[src/rtl/seg_scan_driver_pkg.sv]
// seg_pkg: shared definitions for the seg_scan_driver display stage.
// Holds the FSM state encoding, the all-off drive levels for the anodes
// and cathodes, and the sixteen active-low hex glyphs ({g,f,e,d,c,b,a}).
package seg_pkg;

  typedef enum logic {
    ST_BLANK = 1'b0,
    ST_DRIVE = 1'b1
  } state_t;

  localparam logic [6:0] SEG_OFF = 7'h7F;
  localparam logic [3:0] AN_OFF  = 4'hF;

  // Active-low glyphs; b and d are the lowercase forms so they stay
  // distinguishable from 8 and 0.
  localparam logic [6:0] GLYPH_0 = 7'b1000000;
  localparam logic [6:0] GLYPH_1 = 7'b1111001;
  localparam logic [6:0] GLYPH_2 = 7'b0100100;
  localparam logic [6:0] GLYPH_3 = 7'b0110000;
  localparam logic [6:0] GLYPH_4 = 7'b0011001;
  localparam logic [6:0] GLYPH_5 = 7'b0010010;
  localparam logic [6:0] GLYPH_6 = 7'b0000010;
  localparam logic [6:0] GLYPH_7 = 7'b1111000;
  localparam logic [6:0] GLYPH_8 = 7'b0000000;
  localparam logic [6:0] GLYPH_9 = 7'b0010000;
  localparam logic [6:0] GLYPH_A = 7'b0001000;
  localparam logic [6:0] GLYPH_B = 7'b0000011;
  localparam logic [6:0] GLYPH_C = 7'b1000110;
  localparam logic [6:0] GLYPH_D = 7'b0100001;
  localparam logic [6:0] GLYPH_E = 7'b0000110;
  localparam logic [6:0] GLYPH_F = 7'b0001110;

endpackage

[src/rtl/seg_scan_driver_if.sv]
// seg_scan_if: groups the display-stage signals.
//   sel      : digit select from the scan counter (0 = rightmost digit)
//   value    : four hex nibbles, value[3:0] is digit 0
//   dp       : per-digit decimal-point enables, active-high
//   load     : one-cycle strobe capturing value/dp into the pending buffer
//   blank_lz : level enabling leading-zero blanking
//   an       : anodes, active-low
//   seg      : cathodes {g,f,e,d,c,b,a}, active-low
//   dp_n     : decimal-point cathode, active-low
//   busy     : pending buffer holds an uncommitted value
//   frame    : one-cycle pulse when a pending value is committed
// master drives the request side, slave is the display driver.
interface seg_scan_if;
  logic [1:0]  sel;
  logic [15:0] value;
  logic [3:0]  dp;
  logic        load;
  logic        blank_lz;
  logic [3:0]  an;
  logic [6:0]  seg;
  logic        dp_n;
  logic        busy;
  logic        frame;

  modport master (
    output sel, value, dp, load, blank_lz,
    input  an, seg, dp_n, busy, frame
  );

  modport slave (
    input  sel, value, dp, load, blank_lz,
    output an, seg, dp_n, busy, frame
  );
endinterface

[src/rtl/seg_scan_driver_hex_to_7seg.sv]
// hex_to_7seg: combinational nibble to active-low seven-segment decoder.
//   nibble : 4-bit hex digit
//   seg    : cathode pattern {g,f,e,d,c,b,a}, active-low
module hex_to_7seg
  import seg_pkg::*;
(
  input  logic [3:0] nibble,
  output logic [6:0] seg
);

  // Pure lookup; all sixteen codes are listed so the default never wins.
  always_comb begin
    seg = SEG_OFF;
    case (nibble)
      4'h0: seg = GLYPH_0;
      4'h1: seg = GLYPH_1;
      4'h2: seg = GLYPH_2;
      4'h3: seg = GLYPH_3;
      4'h4: seg = GLYPH_4;
      4'h5: seg = GLYPH_5;
      4'h6: seg = GLYPH_6;
      4'h7: seg = GLYPH_7;
      4'h8: seg = GLYPH_8;
      4'h9: seg = GLYPH_9;
      4'hA: seg = GLYPH_A;
      4'hB: seg = GLYPH_B;
      4'hC: seg = GLYPH_C;
      4'hD: seg = GLYPH_D;
      4'hE: seg = GLYPH_E;
      4'hF: seg = GLYPH_F;
    endcase
  end

endmodule

[src/rtl/seg_scan_driver.sv]
// seg_scan_driver: multiplexed 4-digit common-anode seven-segment driver.
// Follows an external 2-bit digit select, blanks all anodes for DEAD_CYCLES
// clocks after every select change (anti-ghosting), and shows a
// double-buffered hex value that only switches over when the select wraps
// from 3 to 0, so a frame never mixes old and new digits.
//   clk   : rising-edge system clock
//   Reset : asynchronous reset, active-low
//   bus   : seg_scan_if slave (sel/value/dp/load/blank_lz in,
//           an/seg/dp_n/busy/frame out, all outputs registered)
module seg_scan_driver
  import seg_pkg::*;
#(
  parameter int DEAD_CYCLES = 4
) (
  input logic       clk,
  input logic       Reset,
  seg_scan_if.slave bus
);

  localparam logic [7:0] DEAD_LOAD = 8'(DEAD_CYCLES);

  logic [15:0] pend_value;
  logic [15:0] act_value;
  logic [3:0]  pend_dp;
  logic [3:0]  act_dp;
  logic [1:0]  sel_q;
  logic [7:0]  dead_cnt;
  state_t      state;
  logic        busy_q;
  logic        frame_q;
  logic [3:0]  an_q;
  logic [6:0]  seg_q;
  logic        dp_n_q;

  logic        sel_change;
  logic        commit;
  logic [3:0]  nibble;
  logic [6:0]  glyph;
  logic        lz_hide;
  logic [3:0]  drive_an;
  logic [6:0]  drive_seg;
  logic        drive_dp_n;

  // A commit only happens on the 3->0 wrap and only when something is pending.
  assign sel_change = (bus.sel != sel_q);
  assign commit     = sel_change && (sel_q == 2'd3) && (bus.sel == 2'd0) && busy_q;

  // Pick the active nibble for the current digit and decide whether it is a
  // leading zero: a digit hides only if it and every digit to its left are 0.
  always_comb begin
    nibble  = act_value[3:0];
    lz_hide = 1'b0;
    case (sel_q)
      2'd0: nibble = act_value[3:0];
      2'd1: begin
        nibble  = act_value[7:4];
        lz_hide = (act_value[15:4] == 12'h000);
      end
      2'd2: begin
        nibble  = act_value[11:8];
        lz_hide = (act_value[15:8] == 8'h00);
      end
      2'd3: begin
        nibble  = act_value[15:12];
        lz_hide = (act_value[15:12] == 4'h0);
      end
    endcase
    lz_hide = lz_hide & bus.blank_lz;
  end

  hex_to_7seg u_dec (
    .nibble (nibble),
    .seg    (glyph)
  );

  // Values loaded into the output registers whenever the FSM is driving.
  // A hidden leading zero still shows its decimal point.
  always_comb begin
    drive_an   = ~(4'b0001 << sel_q);
    drive_seg  = lz_hide ? SEG_OFF : glyph;
    drive_dp_n = ~act_dp[sel_q];
  end

  // Double buffer: load always refreshes pending (last load wins); a commit
  // moves the old pending value to active. If load and commit share an edge
  // the old value commits and busy stays set for the new one.
  always_ff @(posedge clk or negedge Reset) begin
    if (!Reset) begin
      pend_value <= 16'h0000;
      pend_dp    <= 4'h0;
      act_value  <= 16'h0000;
      act_dp     <= 4'h0;
      busy_q     <= 1'b0;
      frame_q    <= 1'b0;
    end else begin
      frame_q <= commit;
      if (commit) begin
        act_value <= pend_value;
        act_dp    <= pend_dp;
      end
      if (bus.load) begin
        pend_value <= bus.value;
        pend_dp    <= bus.dp;
        busy_q     <= 1'b1;
      end else if (commit) begin
        busy_q <= 1'b0;
      end
    end
  end

  // Scan FSM with registered outputs. Any select change (even during the
  // blank) restarts the dead-time count; DRIVE re-registers its outputs every
  // cycle so a blank_lz change takes effect without waiting for a new digit.
  always_ff @(posedge clk or negedge Reset) begin
    if (!Reset) begin
      state    <= ST_BLANK;
      sel_q    <= 2'd0;
      dead_cnt <= DEAD_LOAD;
      an_q     <= AN_OFF;
      seg_q    <= SEG_OFF;
      dp_n_q   <= 1'b1;
    end else if (sel_change) begin
      sel_q    <= bus.sel;
      state    <= ST_BLANK;
      dead_cnt <= DEAD_LOAD;
      an_q     <= AN_OFF;
      seg_q    <= SEG_OFF;
      dp_n_q   <= 1'b1;
    end else begin
      case (state)
        ST_BLANK: begin
          if (dead_cnt == 8'd1) begin
            state  <= ST_DRIVE;
            an_q   <= drive_an;
            seg_q  <= drive_seg;
            dp_n_q <= drive_dp_n;
          end else begin
            dead_cnt <= dead_cnt - 8'd1;
          end
        end
        ST_DRIVE: begin
          an_q   <= drive_an;
          seg_q  <= drive_seg;
          dp_n_q <= drive_dp_n;
        end
      endcase
    end
  end

  assign bus.an    = an_q;
  assign bus.seg   = seg_q;
  assign bus.dp_n  = dp_n_q;
  assign bus.busy  = busy_q;
  assign bus.frame = frame_q;

endmodule

[src/flat_wrapper.sv]
// flat-port wrapper written by rule: the top's interface ports become plain ports
module seg_scan_driver_flat import seg_pkg::*;
#(
  parameter int DEAD_CYCLES = 4
)
  (clk, Reset, bus_sel, bus_value, bus_dp, bus_load, bus_blank_lz, bus_an, bus_seg, bus_dp_n, bus_busy, bus_frame);
  seg_scan_if bus_i ();
  input logic clk;
  input logic Reset;
  input wire logic [$bits(bus_i.sel)-1:0] bus_sel;
  input wire logic [$bits(bus_i.value)-1:0] bus_value;
  input wire logic [$bits(bus_i.dp)-1:0] bus_dp;
  input wire logic [$bits(bus_i.load)-1:0] bus_load;
  input wire logic [$bits(bus_i.blank_lz)-1:0] bus_blank_lz;
  output wire logic [$bits(bus_i.an)-1:0] bus_an;
  output wire logic [$bits(bus_i.seg)-1:0] bus_seg;
  output wire logic [$bits(bus_i.dp_n)-1:0] bus_dp_n;
  output wire logic [$bits(bus_i.busy)-1:0] bus_busy;
  output wire logic [$bits(bus_i.frame)-1:0] bus_frame;
  assign bus_i.sel = bus_sel;
  assign bus_i.value = bus_value;
  assign bus_i.dp = bus_dp;
  assign bus_i.load = bus_load;
  assign bus_i.blank_lz = bus_blank_lz;
  assign bus_an = bus_i.an;
  assign bus_seg = bus_i.seg;
  assign bus_dp_n = bus_i.dp_n;
  assign bus_busy = bus_i.busy;
  assign bus_frame = bus_i.frame;
  seg_scan_driver #(.DEAD_CYCLES(DEAD_CYCLES)) u_core (.clk(clk), .Reset(Reset), .bus(bus_i));
endmodule
[config.mk]
export PLATFORM = sky130hd
export DESIGN_NAME = seg_scan_driver_flat
export DESIGN_NICKNAME = d
export VERILOG_FILES = /design/src/rtl/seg_scan_driver_pkg.sv /design/src/rtl/seg_scan_driver_if.sv /design/src/rtl/seg_scan_driver_hex_to_7seg.sv /design/src/rtl/seg_scan_driver.sv /design/src/flat_wrapper.sv
export SDC_FILE = /design/constraint.sdc
export NUM_CORES = 1
export LEC_CHECK = 0
export ABC_AREA = 1
export BUFFER_PORTS_ARGS = -buffer_cell sky130_fd_sc_hd__buf_4
export CAP_MARGIN = 10
export CORE_MARGIN = 2
export CORE_UTILIZATION = 40
export DETAILED_ROUTE_END_ITERATION = 7
export GPL_TIMING_DRIVEN = 0
export PLACE_DENSITY = 0.69
export SYNTH_ARGS = -nofsm -noshare
export SYNTH_HDL_FRONTEND = slang
export SYNTH_SLANG_ARGS = --single-unit
[constraint.sdc]
create_clock -name clk -period 2.2 [get_ports clk]
set_input_delay 0.44 -clock clk [delete_from_list [all_inputs] [get_ports clk]]
set_output_delay 0.44 -clock clk [all_outputs]
set_load 0.01 [all_outputs]
---- After elaboration in Yosys (flattened, before gate mapping) ----
Memories as Yosys holds them, arrays and structs flattened.
Index checks and enable logic that the tools add are counted.
word-level totals
  register bits after elaboration ......... 65
  output and inout port bits .............. 14
  memories ................................ 1
  memory bits (read-only) ................. 112
memory list
  memory           words  bits a word  read ports  clocked after Yosys merged registers in  write ports  RTL line                           source
  (no name shown)  16     7            1           0                                        0            seg_scan_driver_hex_to_7seg.sv:14  case (nibble)
operators by class
  $add $sub $neg .......................... 1
  multiplexer cells ....................... 22
  shifts and indexed selects .............. 1
  bitwise gates (word level) .............. 4
  magnitude comparators ................... 1
  reductions and logical operators ........ 10
  equality and inequality tests ........... 8
operators by type and width
  operator               number
  $mux W8                3
  $mux W7                3
  $pmux W4 S4            1
  $pmux W7 S2            1
  $logic_not A12 Y1      1
  $eq A8 B1 Y1 const B   1
  $logic_not A8 Y1       1
  $mux W1                8
  $mux W4                2
  $pmux W4 S2            1
  $sub A8 B1 Y8 const B  1
  $eq A2 B2 Y1 const B   2
  $logic_not A2 Y1       2
  $logic_not A4 Y1       1
  $not A4 Y4             1
  $shl A1 B2 Y4 const A  1
  $logic_and A1 B1 Y1    3
  $lt A2 B3 Y1 const B   1
  $ne A3 B1 Y1 const B   1
  $pmux W1 S3            1
  $bmux W1 S2            1
  $eq A2 B1 Y1 const B   1
  $ne A2 B1 Y1 const B   1
  $ne A2 B2 Y1           1
  other kinds (6)        7

---- Logic depth before layout (Yosys ltp) ----
Gate-level depths: netlist of run 1.
  depth after elaboration ................. 7
  mapped depth ............................ 13
  mapped depth without buffers ............ 13

---- Cells and area by module ----
Synthesis of run 1 repeated with hierarchy kept, for this count alone.
second synthesis, totals
  cell total of the unflattened synthesis .. 397
  area, all modules ....................... 3,331.9 sq um
modules (own cells, without submodules)
  module           cells each  area an instance (sq um)  sequential area each (sq um)  instances
  seg_scan_driver  348         3,054.2                   1,642.8                       1
  hex_to_7seg      49          277.8                     0.0                           1

---- Worst setup path before layout of run 1 ----
OpenSTA, ideal clock, no wires.
  path type ............................... register to register
  start point ............................. register u_core.sel_q[0]
  end point ............................... register u_core.seg_q[3], in the netlist u_core.bus.seg[3]
  setup time .............................. 58 ps
  slack ................................... 455 ps
  arrival time ............................ 1,687 ps
  clock period less this slack ............ 1,745 ps
  cell stages (with the launch flop) ...... 13
  buffers on the path ..................... 1
  cells stage by stage .................... dfrtp_1 buf_4 nand2_1 clkinv_1 nand2_1 nand3_1 nor2_1 ha_1 nand2_1 nand3_1 nand3_1 nand2_1 inv_1
between the ends
  longest elaborated chain between the ends .. 7
  elaborated cells on any way between the ends .. 14
ends and longest elaborated chain
  element                                          RTL line                source
  start: declaration                               seg_scan_driver.sv:26   logic [1:0] sel_q;
  start signal: assignment                         seg_scan_driver.sv:123  sel_q <= bus.sel;
  $eq A2 B2 Y1 (tied with other cells)             seg_scan_driver.sv:53   case (sel_q)
  $pmux W4 S4 or $pmux W1 S3 (tied branches)       seg_scan_driver.sv:53
  $mem_v2 Z16 W7 or $and A1 B1 Y1 (tied branches)  n/a
  $mux W7                                          seg_scan_driver.sv:80   drive_seg = lz_hide ? SEG_OFF : glyph;
  $mux W7                                          seg_scan_driver.sv:132  if (dead_cnt == 8'd1) begin
  $pmux W7 S2                                      seg_scan_driver.sv:130  case (state)
  $mux W7                                          seg_scan_driver.sv:122  end else if (sel_change) begin
  end signal: assignment                           seg_scan_driver.sv:135  seg_q <= drive_seg;
  end signal: assignment                           seg_scan_driver.sv:143  seg_q <= drive_seg;
  end: declaration                                 seg_scan_driver.sv:32   logic [6:0] seg_q;
Parallel ways exist; a longest one is shown, timed or not. The select of a mux whose other input is x is not followed.
A chain may end at the register's enable or synchronous reset.

---- Worst setup path after layout of run 1 ----
  start point ............................. register u_core.sel_q[0]
  end point ............................... register u_core.seg_q[0], in the netlist u_core.bus.seg[0]
The elaborated chain is that of the path after synthesis.

==> results of run 1 <==
## power groups by stage
stage | logic [mW] | registers, mW | clock network [mW]
after detailed placement | 0.612 | 1.46 | 0
after floorplan | 0.441 | 1.43 | 0
final | 0.612 | 1.44 | 0.924
after CTS | 0.614 | 1.44 | 0.954
after global placement | 0.594 | 1.45 | 0
after global routing | 0.704 | 1.45 | 1.01
## final cells by class
class                      instances  area [um2]
clock inverter                     5        40.0
inverter                          45         174
timing repair buffer              40         300
fill                             790        3930
multi-input combinational        247        1310
tap                              102         128
sequential                        65        1640
clock buffer                      11         141
buffer                            13        97.6
## what timing repair did
item | CTS | global route
hold buffers | 0 | 0
setup buffers | 0 | 1
endpoints found under the setup margin | 0 | 2
resized for setup | 0 | 1
## how the worst min path moves through the flow
stage | startpoint | to | depth (start not counted)
after floorplan | Reset | u_core.act_dp[0]$_DFFE_PN0P_ | 0
after global placement | u_core.bus.seg[5]$_DFFE_PN1P_ | u_core.bus.seg[5]$_DFFE_PN1P_ | 2
after detailed placement | u_core.bus.seg[5]$_DFFE_PN1P_ | u_core.bus.seg[5]$_DFFE_PN1P_ | 2
after CTS | Reset | u_core.bus.busy$_DFFE_PN0P_ | 1
after global routing | Reset | u_core.dead_cnt[0]$_DFFE_PN0P_ | 1
final | Reset | u_core.dead_cnt[3]$_DFFE_PN0P_ | 1
## stage by stage
stage / hold slack, ns / area, um2 / total power [mW] / util [%]
after floorplan: 0.144 / 3220 / 1.87 / -
after global placement: 0.456 / 3640 / 2.05 / 46.9
after detailed placement: 0.464 / 3640 / 2.07 / 46.9
after CTS: 0.202 / 3830 / 3.00 / 49.3
after global routing: 0.231 / 3840 / 3.17 / 49.4
final: 0.181 / 3840 / 2.97 / 49.4
## layer usage
layer	up-vias	GRT usage [%]	routed length, um
li1	1272	-	-
met1	1118	20.1	2880
met2	58	25.1	2950
met3	7	4.90	341
met4	0	5.19	64
met5	-	0	0
## cell families after synthesis
logic type,after synthesis,synth area share (%)
AND/OR/NAND/NOR,169,23.3
flip-flops,65,51.0
buffers and inverters,58,8.42
AO/OA/AOI/OAI,68,13.7
adder cells (fa/ha/maj),8,3.10
XOR/XNOR,2,0.543
## state kept, by name (all words and copies together) (netlist names)
| register | cells |
|---|---|
| u_core.act_dp | 4 |
| u_core.act_value | 16 |
| u_core.bus.an | 4 |
| u_core.bus.busy | 1 |
| u_core.bus.dp_n | 1 |
| u_core.bus.frame | 1 |
| u_core.bus.seg | 7 |
| u_core.dead_cnt | 8 |
| u_core.pend_dp | 4 |
| u_core.pend_value | 16 |
| u_core.sel_q | 2 |
| u_core.state | 1 |
## Yosys cell counts (all sizes together), types with 3 or more instances
library cell	count	area (um2)
clkbuf	6	22.5
ha	8	100
nor2	37	171
o21ai	51	330
inv	44	170
dfrtp	52	1300
a21oi	13	68.8
buf	7	75.1
dfstp	13	342
nand3	21	123
nand2	100	383
or2	6	40.0
nand4	3	18.8
## worst max-delay path, cell delays in order, from the launching register on
cell	delay [ns]
dfrtp_1	0.37
buf_4	0.17
nand2_1	0.10
clkinv_1	0.16
nand2_1	0.10
nand4_1	0.21
inv_1	0.18
ha_1	0.21
nand3_1	0.09
nor2_1	0.09
nor2_1	0.06
nand3_1	0.07
nand2_1	0.05
inv_1	0.04
==> flow_metrics.tcl, run 1 <==
set metrics [dict create \
    hold_path_class "in2async" \
    detail_route.first_pass.iterations 4 \
    ys_seq_elements 65 \
    fp-row-count 32 \
    irDropWorstVdd_v 0.000283 \
    endpoint_kind "flop" \
    place.gp.congestion 0.827 \
    antenna_found_initial 0 \
    dr.first_iter.drc_count 95 \
    initial_core_util_pct 41.5 \
    pre_cts_slack_ns 0.172 \
    grt_max_degree 66 \
    p_switching_uw 934 \
    leakage_nw 1.84 \
    pwr-share-seq_pct 48.3 \
    grt_pass1_vias 2391 \
    maxSlewViolCount 0 \
    cts_tree "yes" \
    final_cell_mix "97 x nand2_1, 52 x dfrtp_1, 41 x buf_4" \
    layout_min_cycle_time_ns 1.97 \
    synthCells 370 \
    slew_headroom_pct 47.3 \
    hpwl_um 4700 \
    layout_commonest_cell "nand2_1" \
    htree_num_levels 3 \
    dr_total_vias 2455 \
    worstSetupStartpointType "flop" \
    p_comb_share_pct 20.6 \
    synth_top_flop_cell "dfrtp_1" \
    dpl.cell_count 511 \
    crit_type "reg2reg" \
    grt-ovfl-total 0 \
    cts-root-buf "clkbuf_8" \
    drive_gt1_share_pct 27.7 \
    yosys.cell_types.count 34 \
    rsz0062_at_grt "false" \
    r2r-start "u_core.sel_q[0]$_DFFE_PN0P_" \
    instances_no_fill 528 \
    clockPowerShare_pct 31.1 \
    power_density_nw_per_um2 775 \
    syn_nets 404 \
    via_per_inst 4.65 \
    ff2ff_path_depth 13 \
    grt_use_total_pct 15.6 \
    clockBufferDepth 2 \
    critical_path_peak_fanout 8 \
    syn2layout_area_growth_pct 19.0 \
    nNetsFinal 455 \
    core_area_um2 7770 \
    cap_violations 0 \
    clkTransAtPathRegs_ns 0.07 \
    crit_path_end "u_core.bus.seg[0]$_DFFE_PN1P_" \
    die_w_um 93.8 \
    synth-async-reset-ratio_pct 100 \
    seq_area_frac_synth_pct 51.0 \
    die_height_um 93.8 \
    hold_violations 0 \
    fin_crit_sh_pct 89.3 \
    drtAntennaViolNets 0 \
    numClockSinks 65 \
    swShare_pct 31.4 \
    intPower_mw 2.04 \
    cp.required_ns 2.49 \
    r2r_end "u_core.bus.seg[0]$_DFFE_PN1P_" \
    synth-edff-count 0 \
    tightest_slew_ns 0.791 \
    grt_pass1_wl_um 10700 \
    setup_viol 0 \
    worstSkewPairLatency_ns 0.35 \
    cp.arrival_ns 2.25 \
    insertedDiodeCount 0 \
    synth.avg_cell_area_um2 8.71 \
    ys_warn_count 0 \
    dieArea_um2 8790 \
    wirelength_um 6240 \
    route.detailed.drc 0 \
    fmax_mhz 509 \
    cts_buffers 9 \
    portBuffers 39 \
    cp-startpoint "u_core.sel_q[0]$_DFFE_PN0P_" \
    ios 40 \
    finClkSkew_ns 0.0116 \
    routedWlPerCell_um 11.8 \
    fin_ws_ns 0.235 \
    status "finished clean" \
    reg2reg_slack_ns 0.23 \
    syn_area_um2 3220 \
    finalSetupTns_ns 0 \
]
Power figures use the tool's default switching activity.
==> run 2: changes to the inputs <==
PLACE_DENSITY = 0.64   (was 0.69)
==> run 2 against run 1 <==
Cell count is 0.19% higher. Critical path depth fell by 2. Combinational power rose by 2%. Clock skew decreased by 0.00063 ns. Worst hold slack worse by 0.013 ns. Sequential share of layout area fell by 0.31 points. First-iteration DRC count increased by 21%. Largest power group unchanged.
==> flow_metrics.tcl, run 2 (synthesis results as in run 1) <==
set metrics [dict create \
    status "finished clean" \
    htree_num_levels 3 \
    clkTransAtPathRegs_ns 0.08 \
    initial_core_util_pct 41.5 \
    worstSkewPairLatency_ns 0.36 \
    endpoint_kind "flop" \
    crit_type "reg2reg" \
    drtAntennaViolNets 0 \
    grt_max_degree 66 \
    finalSetupTns_ns 0 \
    reg_top3 "u_core.act_value x16, u_core.pend_value x16, u_core.dead_cnt x8" \
    antenna_found_initial 0 \
    finClkSkew_ns 0.0110 \
    layout_min_cycle_time_ns 1.97 \
    cp.arrival_ns 2.25 \
    die_height_um 93.8 \
    numClockSinks 65 \
    multi_input_area_um2 1310 \
    hold_path_class "in2async" \
    syn2layout_area_growth_pct 19.8 \
    cts_tree "yes" \
    irDropWorstVdd_v 0.000399 \
    path_delay_family "simple AND/OR/NAND/NOR gates" \
    crit_chain "buf_4 > nand2_1 > clkinv_1 > nand2_1 > nand4_1 > inv_1 > ha_1 > nand3_1 > nor2_1 > nor2_1 > a21oi_1" \
    grt_use_total_pct 16.1 \
    maxSlewViolCount 0 \
    cap_violations 0 \
    critical-path-max-stage-delay_ns 0.36 \
    n_fill_cell 776 \
    dr.first_iter.drc_count 115 \
    grt_pass1_vias 2394 \
    slew_headroom_pct 46.3 \
    setup_viol 0 \
    leakage_nw 1.86 \
    ff_latch_area_um2 1640 \
    power_density_nw_per_um2 803 \
    clockBufferDepth 2 \
    tightest_slew_ns 0.805 \
    dr_total_vias 2471 \
    dieArea_um2 8790 \
    grt-ovfl-total 0 \
    hold_violations 0 \
    total_power_mw 3.10 \
    route.detailed.drc 0 \
    place.gp.congestion 0.833 \
    fp-row-count 32 \
    cp_slowest_cell "dfrtp_1" \
    grt_pass1_wl_um 11100 \
    wirelength_um 6430 \
    final_util_pct 49.7 \
    rsz0062_at_grt "false" \
    portBuffers 39 \
    cp.required_ns 2.48 \
    layout_commonest_cell "nand2_1" \
    fin_crit_sh_pct 89.6 \
    die_w_um 93.8 \
    routedWlPerCell_um 12.1 \
    core_area_um2 7770 \
    reg2reg_slack_ns 0.23 \
    final_cell_mix "97 x nand2_1, 52 x dfrtp_1, 42 x buf_4" \
    nNetsFinal 456 \
    detail_route.first_pass.iterations 4 \
    critical_path_peak_fanout 8 \
    cts-root-buf "clkbuf_8" \
    critPathBufInv 3 \
    insertedDiodeCount 0 \
    hpwl_um 4650 \
    ios 40 \
    drive_gt1_share_pct 28.1 \
    via_per_inst 4.67 \
    cts_buffers 9 \
    worstSetupStartpointType "flop" \
    fmax_mhz 507 \
]
run 2: worst paths after layout:
| check | start | endpoint | depth (start not counted) |
|---|---|---|---|
| setup reg to reg | u_core.sel_q[0]$_DFFE_PN0P_ | u_core.bus.seg[4]$_DFFE_PN1P_ | 11 |
| max in group asynchronous | Reset | u_core.act_value[5]$_DFFE_PN0P_ | 1 |
| min in group clk | bus_value[0] | u_core.pend_value[0]$_DFFE_PN0P_ | 3 |
| setup / recovery | u_core.sel_q[0]$_DFFE_PN0P_ | u_core.bus.seg[4]$_DFFE_PN1P_ | 11 |
| hold reg to reg | u_core.bus.seg[5]$_DFFE_PN1P_ | u_core.bus.seg[5]$_DFFE_PN1P_ | 2 |
| hold / removal | Reset | u_core.dead_cnt[3]$_DFFE_PN0P_ | 1 |
run 2: layout make-up:
class / count / area share (%)
repair buffers: 41 / 7.97
multi-input cells: 247 / 34.0
well taps: 102 / 3.30
clock buffers: 9 / 3.21
flip-flops and latches: 65 / 42.5
plain buffers: 13 / 2.53
clock inverters: 7 / 2.01
inverters: 45 / 4.50
run 2: what timing repair did:
| item | 4_1_cts | 5_1_grt |
|---|---|---|
| hold buffers | 0 | 0 |
| resized for setup | 0 | 1 |
| endpoints found under the setup margin | 0 | 4 |
| buffers inserted | 0 | 2 |
| hold endpoints to repair | 0 | 0 |
run 2: per-stage QoR:
step | worst slack [ns] | std cells | hold slack (ns) | cell area (um2)
after floorplan | 0.455 | 370 | 0.144 | 3220
after global placement | 0.209 | 511 | 0.459 | 3640
after detailed placement | 0.178 | 511 | 0.470 | 3640
after CTS | 0.147 | 527 | 0.201 | 3850
after global routing | 0.0394 | 529 | 0.232 | 3860
final | 0.228 | 529 | 0.168 | 3860
run 2: report_power, final:
| part | total (mW) | switching [mW] | internal [mW] | leakage (nW) |
|---|---|---|---|---|
| registers | 1.44 | 0.0939 | 1.34 | 0.791 |
| logic | 0.625 | 0.372 | 0.253 | 0.972 |
| clock network | 1.04 | 0.509 | 0.532 | 0.100 |
run 2: metal layers:
metal / routed length (um) / track usage (%) / vias up / part of all wire, %
met2: 3020 / 25.1 / 46 / 47
met3: 257 / 4.33 / 12 / 4.0
met5: 0 / 0 / - / 0
met4: 119 / 7.73 / 0 / 1.9
met1: 3030 / 20.8 / 1138 / 47
li1: - / - / 1275 / -
